[config.mk]
export PLATFORM = sky130hd
export DESIGN_NAME = axi_rw_bridge
export DESIGN_NICKNAME = d
export VERILOG_FILES = /design/src/rtl/axi_rw_bridge.sv
export SDC_FILE = /design/constraint.sdc
export NUM_CORES = 1
export LEC_CHECK = 0
export CORE_AREA = 2 2 248 250
export DETAILED_ROUTE_END_ITERATION = 8
export DIE_AREA = 0 0 250 252
export GPL_ROUTABILITY_DRIVEN = 1
export PLACE_DENSITY = 0.58
export SKIP_CTS_REPAIR_TIMING = 1
export SYNTH_ARGS = -nofsm -noshare
export SYNTH_HDL_FRONTEND = slang
export SYNTH_SLANG_ARGS = --single-unit
[constraint.sdc]
create_clock -name clk -period 11.2 [get_ports clk]
set_input_delay 2.24 -clock clk [delete_from_list [all_inputs] [get_ports clk]]
set_output_delay 2.24 -clock clk [all_outputs]
set_load 0.01 [all_outputs]
[src/rtl/axi_rw_bridge.sv]
// axi_rw_bridge: arbitrates core fetch and data ports onto single-beat AXI4 transactions
module axi_rw_bridge #(
    parameter int              ID_W   = 4,
    parameter logic [ID_W-1:0] IF_ID  = '0,
    parameter logic [ID_W-1:0] MEM_ID = ID_W'(1)
) (
    input  logic            clk,
    input  logic            rst,
    input  logic            if_valid,
    input  logic [63:0]     if_addr,
    input  logic [1:0]      if_size,
    output logic            if_ready,
    output logic [1:0]      if_resp,
    output logic [63:0]     if_data_read,
    input  logic            mem_valid,
    input  logic [1:0]      mem_req,
    input  logic [63:0]     mem_addr,
    input  logic [63:0]     mem_data_write,
    input  logic [1:0]      mem_size,
    output logic            mem_ready,
    output logic [1:0]      mem_resp,
    output logic [63:0]     mem_data_read,
    output logic            axi_ar_valid,
    input  logic            axi_ar_ready,
    output logic [63:0]     axi_ar_addr,
    output logic [ID_W-1:0] axi_ar_id,
    output logic [2:0]      axi_ar_size,
    output logic [7:0]      axi_ar_len,
    input  logic            axi_r_valid,
    output logic            axi_r_ready,
    input  logic [63:0]     axi_r_data,
    input  logic [1:0]      axi_r_resp,
    input  logic            axi_r_last,
    output logic            axi_aw_valid,
    input  logic            axi_aw_ready,
    output logic [63:0]     axi_aw_addr,
    output logic [ID_W-1:0] axi_aw_id,
    output logic [2:0]      axi_aw_size,
    output logic [7:0]      axi_aw_len,
    output logic            axi_w_valid,
    input  logic            axi_w_ready,
    output logic [63:0]     axi_w_data,
    output logic [7:0]      axi_w_strb,
    output logic            axi_w_last,
    input  logic            axi_b_valid,
    output logic            axi_b_ready,
    input  logic [1:0]      axi_b_resp
);
    typedef enum logic [2:0] {IDLE, RD_ADDR, RD_DATA, WR_REQ, WR_RESP, DONE} state_t;
    state_t state, state_nxt;
    logic own_mem, aw_done, w_done, aw_done_nxt, w_done_nxt;
    logic [63:0] addr_q;
    logic [1:0] size_q;
    logic accept, req_wr;
    logic [63:0] req_addr;
    logic [1:0] req_size;
    logic [7:0] req_mask;
    logic ar_hs, r_hs, aw_hs, w_hs, b_hs;
    logic ar_valid_d, r_ready_d, aw_valid_d, w_valid_d, w_last_d, b_ready_d, if_ready_d, mem_ready_d;
    logic unused_r_last;

    assign unused_r_last = axi_r_last;
    assign accept   = state == IDLE && (mem_valid || if_valid);
    assign req_wr   = mem_valid && mem_req == 2'b01;
    assign req_addr = mem_valid ? mem_addr : if_addr;
    assign req_size = mem_valid ? mem_size : if_size;
    assign req_mask = req_size == 2'b00 ? 8'h01 : req_size == 2'b01 ? 8'h03 : req_size == 2'b10 ? 8'h0F : 8'hFF;
    assign ar_hs = axi_ar_valid && axi_ar_ready;
    assign r_hs  = axi_r_valid && axi_r_ready;
    assign aw_hs = axi_aw_valid && axi_aw_ready;
    assign w_hs  = axi_w_valid && axi_w_ready;
    assign b_hs  = axi_b_valid && axi_b_ready;
    assign axi_ar_addr = addr_q;
    assign axi_aw_addr = addr_q;
    assign axi_ar_size = {1'b0, size_q};
    assign axi_aw_size = {1'b0, size_q};
    assign axi_ar_id   = own_mem ? MEM_ID : IF_ID;
    assign axi_aw_id   = MEM_ID;
    assign axi_ar_len  = '0;
    assign axi_aw_len  = '0;

    // state register
    always_ff @(posedge clk or posedge rst) begin
        if (rst) state <= IDLE;
        else     state <= state_nxt;
    end

    // next-state: one transaction at a time, data port wins arbitration
    always_comb begin
        state_nxt = state;
        case (state)
            IDLE:    if (accept) state_nxt = req_wr ? WR_REQ : RD_ADDR;
            RD_ADDR: if (ar_hs) state_nxt = RD_DATA;
            RD_DATA: if (r_hs) state_nxt = DONE;
            WR_REQ:  if ((aw_done || aw_hs) && (w_done || w_hs)) state_nxt = WR_RESP;
            WR_RESP: if (b_hs) state_nxt = DONE;
            default: state_nxt = IDLE;
        endcase
    end

    // next values of the registered handshake outputs, taken from the upcoming state
    always_comb begin
        aw_done_nxt = state == WR_REQ && (aw_done || aw_hs);
        w_done_nxt  = state == WR_REQ && (w_done || w_hs);
        ar_valid_d  = state_nxt == RD_ADDR;
        r_ready_d   = state_nxt == RD_DATA;
        aw_valid_d  = state_nxt == WR_REQ && !aw_done_nxt;
        w_valid_d   = state_nxt == WR_REQ && !w_done_nxt;
        w_last_d    = state_nxt == WR_REQ;
        b_ready_d   = state_nxt == WR_RESP;
        if_ready_d  = state_nxt == DONE && !own_mem;
        mem_ready_d = state_nxt == DONE && own_mem;
    end

    // output flops, request latch at acceptance and response capture
    always_ff @(posedge clk or posedge rst) begin
        if (rst) begin
            {axi_ar_valid, axi_r_ready, axi_aw_valid, axi_w_valid, axi_w_last, axi_b_ready} <= '0;
            {if_ready, mem_ready, aw_done, w_done, own_mem} <= '0;
            {if_resp, mem_resp, if_data_read, mem_data_read} <= '0;
            {addr_q, size_q, axi_w_data, axi_w_strb} <= '0;
        end else begin
            axi_ar_valid <= ar_valid_d;
            axi_r_ready  <= r_ready_d;
            axi_aw_valid <= aw_valid_d;
            axi_w_valid  <= w_valid_d;
            axi_w_last   <= w_last_d;
            axi_b_ready  <= b_ready_d;
            if_ready     <= if_ready_d;
            mem_ready    <= mem_ready_d;
            aw_done      <= aw_done_nxt;
            w_done       <= w_done_nxt;
            if (accept) begin
                own_mem <= mem_valid;
                addr_q  <= req_addr;
                size_q  <= req_size;
            end
            if (accept && req_wr) begin
                axi_w_data <= mem_data_write << {mem_addr[2:0], 3'b000};
                axi_w_strb <= req_mask << mem_addr[2:0];
            end
            if (r_hs && own_mem) begin
                mem_data_read <= axi_r_data >> {addr_q[2:0], 3'b000};
                mem_resp      <= axi_r_resp;
            end
            if (r_hs && !own_mem) begin
                if_data_read <= axi_r_data >> {addr_q[2:0], 3'b000};
                if_resp      <= axi_r_resp;
            end
            if (b_hs) mem_resp <= axi_b_resp;
        end
    end
endmodule

Word level (Yosys, flattened, before mapping)
Cells that the tools add are included.
{"block": "word_totals", "regBits": 284, "input_bits": 276, "output_inout_bits": 370, "wordCells": 76}
{"block": "classes", "n_eq_ne": 12, "shift": 3, "muxes": 15, "n_reduce_logical": 26}
{"cell": "$mux W64", "count": 1}
{"cell": "$shl A64 B6 Y64", "count": 1}
{"cell": "$shr A64 B6 Y64", "count": 1}
{"cell": "$mux W8", "count": 3}
{"cell": "$logic_and A1 B1 Y1", "count": 17}
{"cell": "$mux W3", "count": 5}
{"cell": "$pmux W3 S5", "count": 1}
{"cell": "$eq A3 B2 Y1 const B", "count": 4}
{"cell": "$eq A3 B3 Y1 const B", "count": 3}
{"cell": "$mux W2", "count": 4}
{"cell": "$shl A8 B3 Y8", "count": 1}
{"cell": "$eq A3 B1 Y1 const B", "count": 2}
{"cell": "$eq A2 B1 Y1 const B", "count": 2}
{"cell": "$logic_not A1 Y1", "count": 3}
{"cell": "$logic_not A3 Y1", "count": 1}
{"cell": "$logic_or A1 B1 Y1", "count": 3}
{"cell": "$eq A2 B2 Y1 const B", "count": 1}
{"cell": "$logic_not A2 Y1", "count": 1}
{"cell": "$reduce_bool A2 Y1", "count": 1}
{"cell": "$mux W1", "count": 1}

Depth between registers and ports, before layout
Gate-level depths: netlist of run 1.
{"block": "logic_depth", "depth_word": 7, "ltp_mapped": 8, "depth_no_buf": 4}

Worst setup path after synthesis of run 1
No wires, ideal clock.
{"block": "synth_timing", "path_kind": "input to register", "start": "input mem_addr[0]", "end": "register axi_w_data[41]", "setup_time_ns": 0.126, "arrival_time_ns": 3.367, "required_ns": 11.074, "setup_slack_ns": 7.707, "path_stages": 5, "n_path_buf": 2, "path_cell_list": "buf_4 -> buf_4 -> mux4_2 -> a221oi_1 -> nor2_1"}
{"block": "synth_between", "elab_chain_cells": 1}
{"item": "start, declared", "line_no": "17", "text": "input logic [63:0] mem_addr,"}
{"item": "$shl A64 B6 Y64", "line_no": "139", "text": "axi_w_data <= mem_data_write << {mem_addr[2:0], 3'b000};"}
{"item": "end signal, assigned", "line_no": "139"}
{"item": "end, declared", "line_no": "42", "text": "output logic [63:0] axi_w_data,"}
Every way passes these cells.
A chain may end at the register's enable or synchronous reset.

Final worst setup path of run 1
{"block": "layout_timing", "start": "register addr_q[0] (netlist: axi_ar_addr[0])", "end": "output axi_ar_addr[0]"}
{"item": "start, declared", "line_no": "52", "text": "logic [63:0] addr_q;"}
{"item": "start signal, assigned", "line_no": "135", "text": "addr_q <= req_addr;"}
{"item": "end, declared", "line_no": "25", "text": "output logic [63:0] axi_ar_addr,"}
No word-level cell between the ends.

==> flow_metrics.tcl, run 1 <==
set metrics [dict create \
    path_class "flip-flop to primary output" \
    synth_fa_ha_area_frac 0 \
    num_vias 13000 \
    finalHoldViolCount 0 \
    ant_nets 0 \
    synthMuxAreaShare 0.206 \
    min_period_ns 4.88 \
    drtIter0Drc 812 \
    synth_top_family_by_area "multiplexers" \
    outcome "finished clean" \
    clock_latency_ns 0.55 \
    synth-async-reset-ratio 1.00 \
    drv_cap 0 \
    ys_seq_area_frac 0.471 \
    synthToLayoutAreaGrowth_pct 48.9 \
    cts-buffers-inserted 36 \
    drive_gt1_frac 0.0797 \
    maxSlewViolCount 0 \
    rsz0062_at_grt "no" \
    synth_edf_count 0 \
    drc 0 \
    cp_data_required_time_ns 8.96 \
    grt_pass1_wl_mm 88.2 \
    synth-seq-cells 284 \
    syn_area_um2 15100 \
    synth_cell_types 51 \
    die_w_um 250 \
    grt_max_degree 113 \
    coreArea_um2 60100 \
    finalCritPeriodShare 0.436 \
    max_slew.worst_pin.slew_ns 1.09 \
    synth_commonest_cells "284 x dfrtp_1, 206 x nand2_1, 187 x mux2i_1" \
    p_per_area_nw_per_um2 259 \
    die-area_um2 63000 \
    slew_headroom 0.275 \
    hold_class "flip-flop to flip-flop" \
    yosys.area_share.simple 0.104 \
    avgSynthCellArea_um2 10.4 \
    place.detailed.hpwl_mm 46.2 \
    h-tree-depth 2 \
    n_fill_cell 6047 \
    cp_max_fo 50 \
    clkSinkCount 284 \
    clock_path_buffers 3 \
    path_clk_slew_ns 0.06 \
    gp_congestion 0.861 \
    synth.area.top_cells "dfrtp_1 47%, mux2i_1 12%, mux4_2 6.0%, buf_4 5.3%, nand2_1 5.1%" \
    synth_flop_cell "dfrtp_1" \
    finClkSkew_ns 0.0277 \
    yosysTopAreaCell "dfrtp_1" \
    wl_per_cell_um 22.1 \
    final_nets 2220 \
    portBuffers 619 \
    whs_ns 0.477 \
    firstDrtPassIters 5 \
    tritoncts "done" \
    grt_pass1_vias 13100 \
    finalSetupViolations 0 \
    ctsRootBufferMaster "clkbuf_16" \
    ir_drop_mv 0.125 \
    std_cell_rows 90 \
    yosysMostFrequentCell "dfrtp_1" \
    antenna_found_initial 4 \
    regArea_um2 7110 \
    pin_count 646 \
    yosys.area.top_type_share 0.471 \
    fin_setup_tns_ns 0 \
    synth-compound-area-share 0.138 \
    track_usage 0.186 \
    fmax_mhz 205 \
    multi_input_comb_area_um2 6850 \
    wl_mm 60.9 \
    worstPathArrival_ns 2.64 \
    cp-end-kind "primary output" \
    grt.overflow.total 0 \
    start_util 0.251 \
    via_per_inst 4.71 \
    syn_inst 1453 \
    power.leakage_uw 0.00956 \
    yosysWarnings 0 \
    die_y_um 252 \
    cp-start-kind "flip-flop" \
    synth_xor_area_frac 0 \
]
## state kept, by name, indices dropped and copies added (netlist names), 2 cells and up
name	flops
axi_w_data	64
mem_data_read	64
size_q	2
if_data_read	64
axi_ar_addr	64
axi_w_strb	8
state	3
mem_resp	2
if_resp	2
## logic make-up after synthesis
| logic type | Yosys count |
|---|---|
| buffers and inverters | 204 |
| flip-flops | 284 |
| multiplexers | 256 |
| other | 2 |
| AND/OR/NAND/NOR | 364 |
| AO/OA/AOI/OAI | 343 |
## final cells by class
type                    instances  share of cell area
inverters                       3            0.000836
clock inverters                10             0.00541
diodes                          2            0.000223
well taps                     782              0.0436
repair buffers                631               0.280
clock buffers                  53              0.0484
flip-flops and latches        284               0.317
multi-input cells             988               0.305
## per-stage QoR
step / power (uW) / util / setup WS, ns / cell area, um2 / std cells
2_1_floorplan: 3180 / - / 1.12 / 15200 / 1476
3_3_place_gp: 4650 / 0.353 / 6.26 / 21200 / 2688
3_5_place_dp: 4680 / 0.353 / 6.19 / 21200 / 2688
4_1_cts: 5910 / 0.373 / 6.29 / 22400 / 2751
5_1_grt: 6160 / 0.373 / 6.21 / 22500 / 2753
6_report: 5820 / 0.373 / 6.32 / 22500 / 2753
## path summary, 6_finish.rpt
path	startpoint	end	slack (ns)	cells after the start
setup / recovery	axi_ar_addr[0]	axi_ar_addr[0]	6.32	2
hold / removal	axi_w_strb[0]	axi_w_strb[0]	0.48	1
setup reg to reg	axi_ar_addr[0]	if_data_read[29]	8.31	5
hold reg to reg	axi_w_strb[0]	axi_w_strb[0]	0.48	1
max in group asynchronous	rst	axi_ar_addr[0]	6.86	4
min in group asynchronous	rst	axi_ar_addr[25]	2.24	2
## layer usage
| layer | share of wire | vias up | GRT usage | wire [um] |
|---|---|---|---|---|
| met5 | 0.00021 | - | 0 | 13 |
| met4 | 0.019 | 2 | 0.0459 | 1180 |
| met3 | 0.076 | 63 | 0.0511 | 4660 |
| met2 | 0.50 | 547 | 0.324 | 30700 |
| met1 | 0.40 | 6331 | 0.228 | 24400 |
| li1 | - | 6015 | - | - |
## layout by cell type (no fill, tap or decap), types with 4 or more instances in the layout
cell type          n
clkbuf_16         37
a211o_1            8
nor2_1           101
a2bb2oi_1          8
nor3b_1            4
clkdlybuf4s50_1  616
mux2_2            28
o21ai_1           11
clkbuf_1           6
clkbuf_8          10
a21o_1             4
nand2_1          205
dfrtp_1          281
conb_1            25
buf_4             14
mux2i_1          187
a32oi_1            8
a22o_1            26
a21oi_1           81
a221oi_1           9
nand2b_1          19
o2bb2ai_1          8
mux4_2            40
nor2b_1           12
o22a_1            16
o21ai_0          154
## worst max-delay path: stages (launching register included)
cell and delay (ns):
dfrtp_4 0.84, buf_4 0.57, clkdlybuf4s50_1 0.64
## power by group
group          internal, uW  leakage [uW]  total, uW  switching (uW)
Sequential             1470       0.00359       1830             362
Clock                   720      0.000593       1190             472
Combinational          1480       0.00537       2800            1320
Total                  3670       0.00956       5820            2150
Note: power is estimated with default switching activity, not from simulation.
==> run 2, diff against run 1 <==
clock period = 4.7 ns   (was 11.2 ns; I/O delays follow)
==> run 2 against run 1 <==
Compared with the run above: sequential share of layout area barely moved; global-route usage barely moved; flip-flop and latch count did not move; count of clock-buffer cells in the layout fell by 1; hold slack improved by 0.0013 ns; final cell count rose by 0.22%; clock skew fell by 0.0064 ns; sequential power rose by 150%; first-iteration DRC count rose by 9.0%.
==> flow_metrics.tcl, run 2 (synthesis gave the netlist of run 1 again) <==
set metrics [dict create \
    outcome "finished clean" \
    placed_area_um2 21300 \
    cp_max_fo 63 \
    final_common_cell "clkdlybuf4s50_1" \
    firstDrtPassIters 5 \
    layout_common_cells "616 x clkdlybuf4s50_1, 281 x dfrtp_1, 205 x nand2_1, 187 x mux2i_1, 154 x o21ai_0" \
    hold_class "flip-flop to flip-flop" \
    via_per_inst 4.70 \
    crit_slowest_cell "dfrtp_4" \
    slew_headroom 0.290 \
    final_nets 2222 \
    worstPathArrival_ns 2.30 \
    finalCoreUtilization 0.373 \
    post-place-ws_ns 1.32 \
    clock_path_buffers 3 \
    drv_cap 0 \
    start_util 0.251 \
    grt_pass1_wl_mm 87.7 \
    ir_drop_mv 0.338 \
    clock_latency_ns 0.54 \
    drtIter0Drc 885 \
    cp_data_required_time_ns 3.76 \
    power.leakage_uw 0.00953 \
    cpPeakStageDelay_ns 1.06 \
    finalHoldViolCount 0 \
    maxSlewViolCount 0 \
    drive_gt1_frac 0.0772 \
    wl_mm 60.7 \
    cp-start-kind "flip-flop" \
    fin_ws_ns 1.46 \
    std_cell_rows 90 \
    drc 0 \
    num_vias 13000 \
    path_clk_slew_ns 0.06 \
    final_cell_area_um2 22400 \
    clock_power_share 0.194 \
    track_usage 0.186 \
    finalCritPeriodShare 0.689 \
    grt_max_degree 94 \
    fmax_mhz 309 \
    final_cells 2759 \
    h-tree-depth 2 \
    ant_nets 0 \
    switching_share 0.372 \
    path_buf_inv 1 \
    gp_congestion 0.877 \
    min_period_ns 3.24 \
    path_class "flip-flop to primary output" \
    p_sw_uw 5110 \
    cp_cell_sequence "clkdlybuf4s50_1" \
    ctsRootBufferMaster "clkbuf_16" \
    coreArea_um2 60100 \
    pin_count 646 \
    reg2reg_depth 4 \
    die_y_um 252 \
    clkSinkCount 284 \
    grt_pass1_vias 13000 \
    p_seq_frac 0.328 \
    finalSetupViolations 0 \
    antenna_found_initial 13 \
    die_w_um 250 \
    critPathTopFamily "flip-flops" \
    pwr-share-comb 0.477 \
    p_int_uw 8640 \
    whs_ns 0.478 \
    wl_per_cell_um 22.0 \
    cp-end-kind "primary output" \
    tritoncts "done" \
    portBuffers 619 \
    die-area_um2 63000 \
    cp.depth 1 \
    place.detailed.hpwl_mm 46.6 \
    hold_path_depth 2 \
    grt.overflow.total 0 \
    max_slew.worst_pin.slew_ns 1.06 \
    synthToLayoutAreaGrowth_pct 48.8 \
    rsz0062_at_grt "no" \
    cts-buffers-inserted 35 \
    finClkSkew_ns 0.0213 \
    p_per_area_nw_per_um2 613 \
    dpl.cell_count 2691 \
]
run 2: path summary, 6_finish.rpt:
path,start,end,slack [ns]
worst max-delay path,axi_ar_addr[1],axi_ar_addr[1],1.46
worst min-delay path,mem_data_read[7],mem_data_read[7],0.48
worst max register to register,axi_ar_addr[1],if_data_read[12],2.13
worst min register to register,mem_data_read[7],mem_data_read[7],0.48
max in group asynchronous,rst,axi_ar_addr[4],2.83
min in group asynchronous,rst,if_data_read[3],0.72
run 2: layer usage:
layer,part of all wire,vias to the layer above,track usage
met1,0.40,6282,0.230
met4,0.030,10,0.0640
met2,0.48,554,0.309
met3,0.082,93,0.0561
met5,0.0010,-,0
li1,-,6022,-
run 2: power groups by stage:
stage / Combinational (uW) / Clock (uW) / Sequential (uW)
final: 6560 / 2670 / 4510
after global routing: 7040 / 2860 / 4650
after CTS: 6650 / 2760 / 4520
after detailed placement: 6630 / 0 / 4530
after global placement: 6570 / 0 / 4510
after floorplan: 3000 / 0 / 4590
run 2: through the flow:
step	setup TNS [ns]	total power (uW)
6_report	0	13700
5_1_grt	0	14600
4_1_cts	0	13900
3_5_place_dp	0	11200
3_3_place_gp	0	11100
2_1_floorplan	-0.926	7580
run 2: final cells by class:
type,instances,area (um2)
fill,6037,37700
antenna,7,17.5
clock inverter,9,104
inverter,3,15.0
multi-input combinational,988,6850
timing repair buffer,634,6350
tap,782,978
clock buffer,52,1010
sequential,284,7120
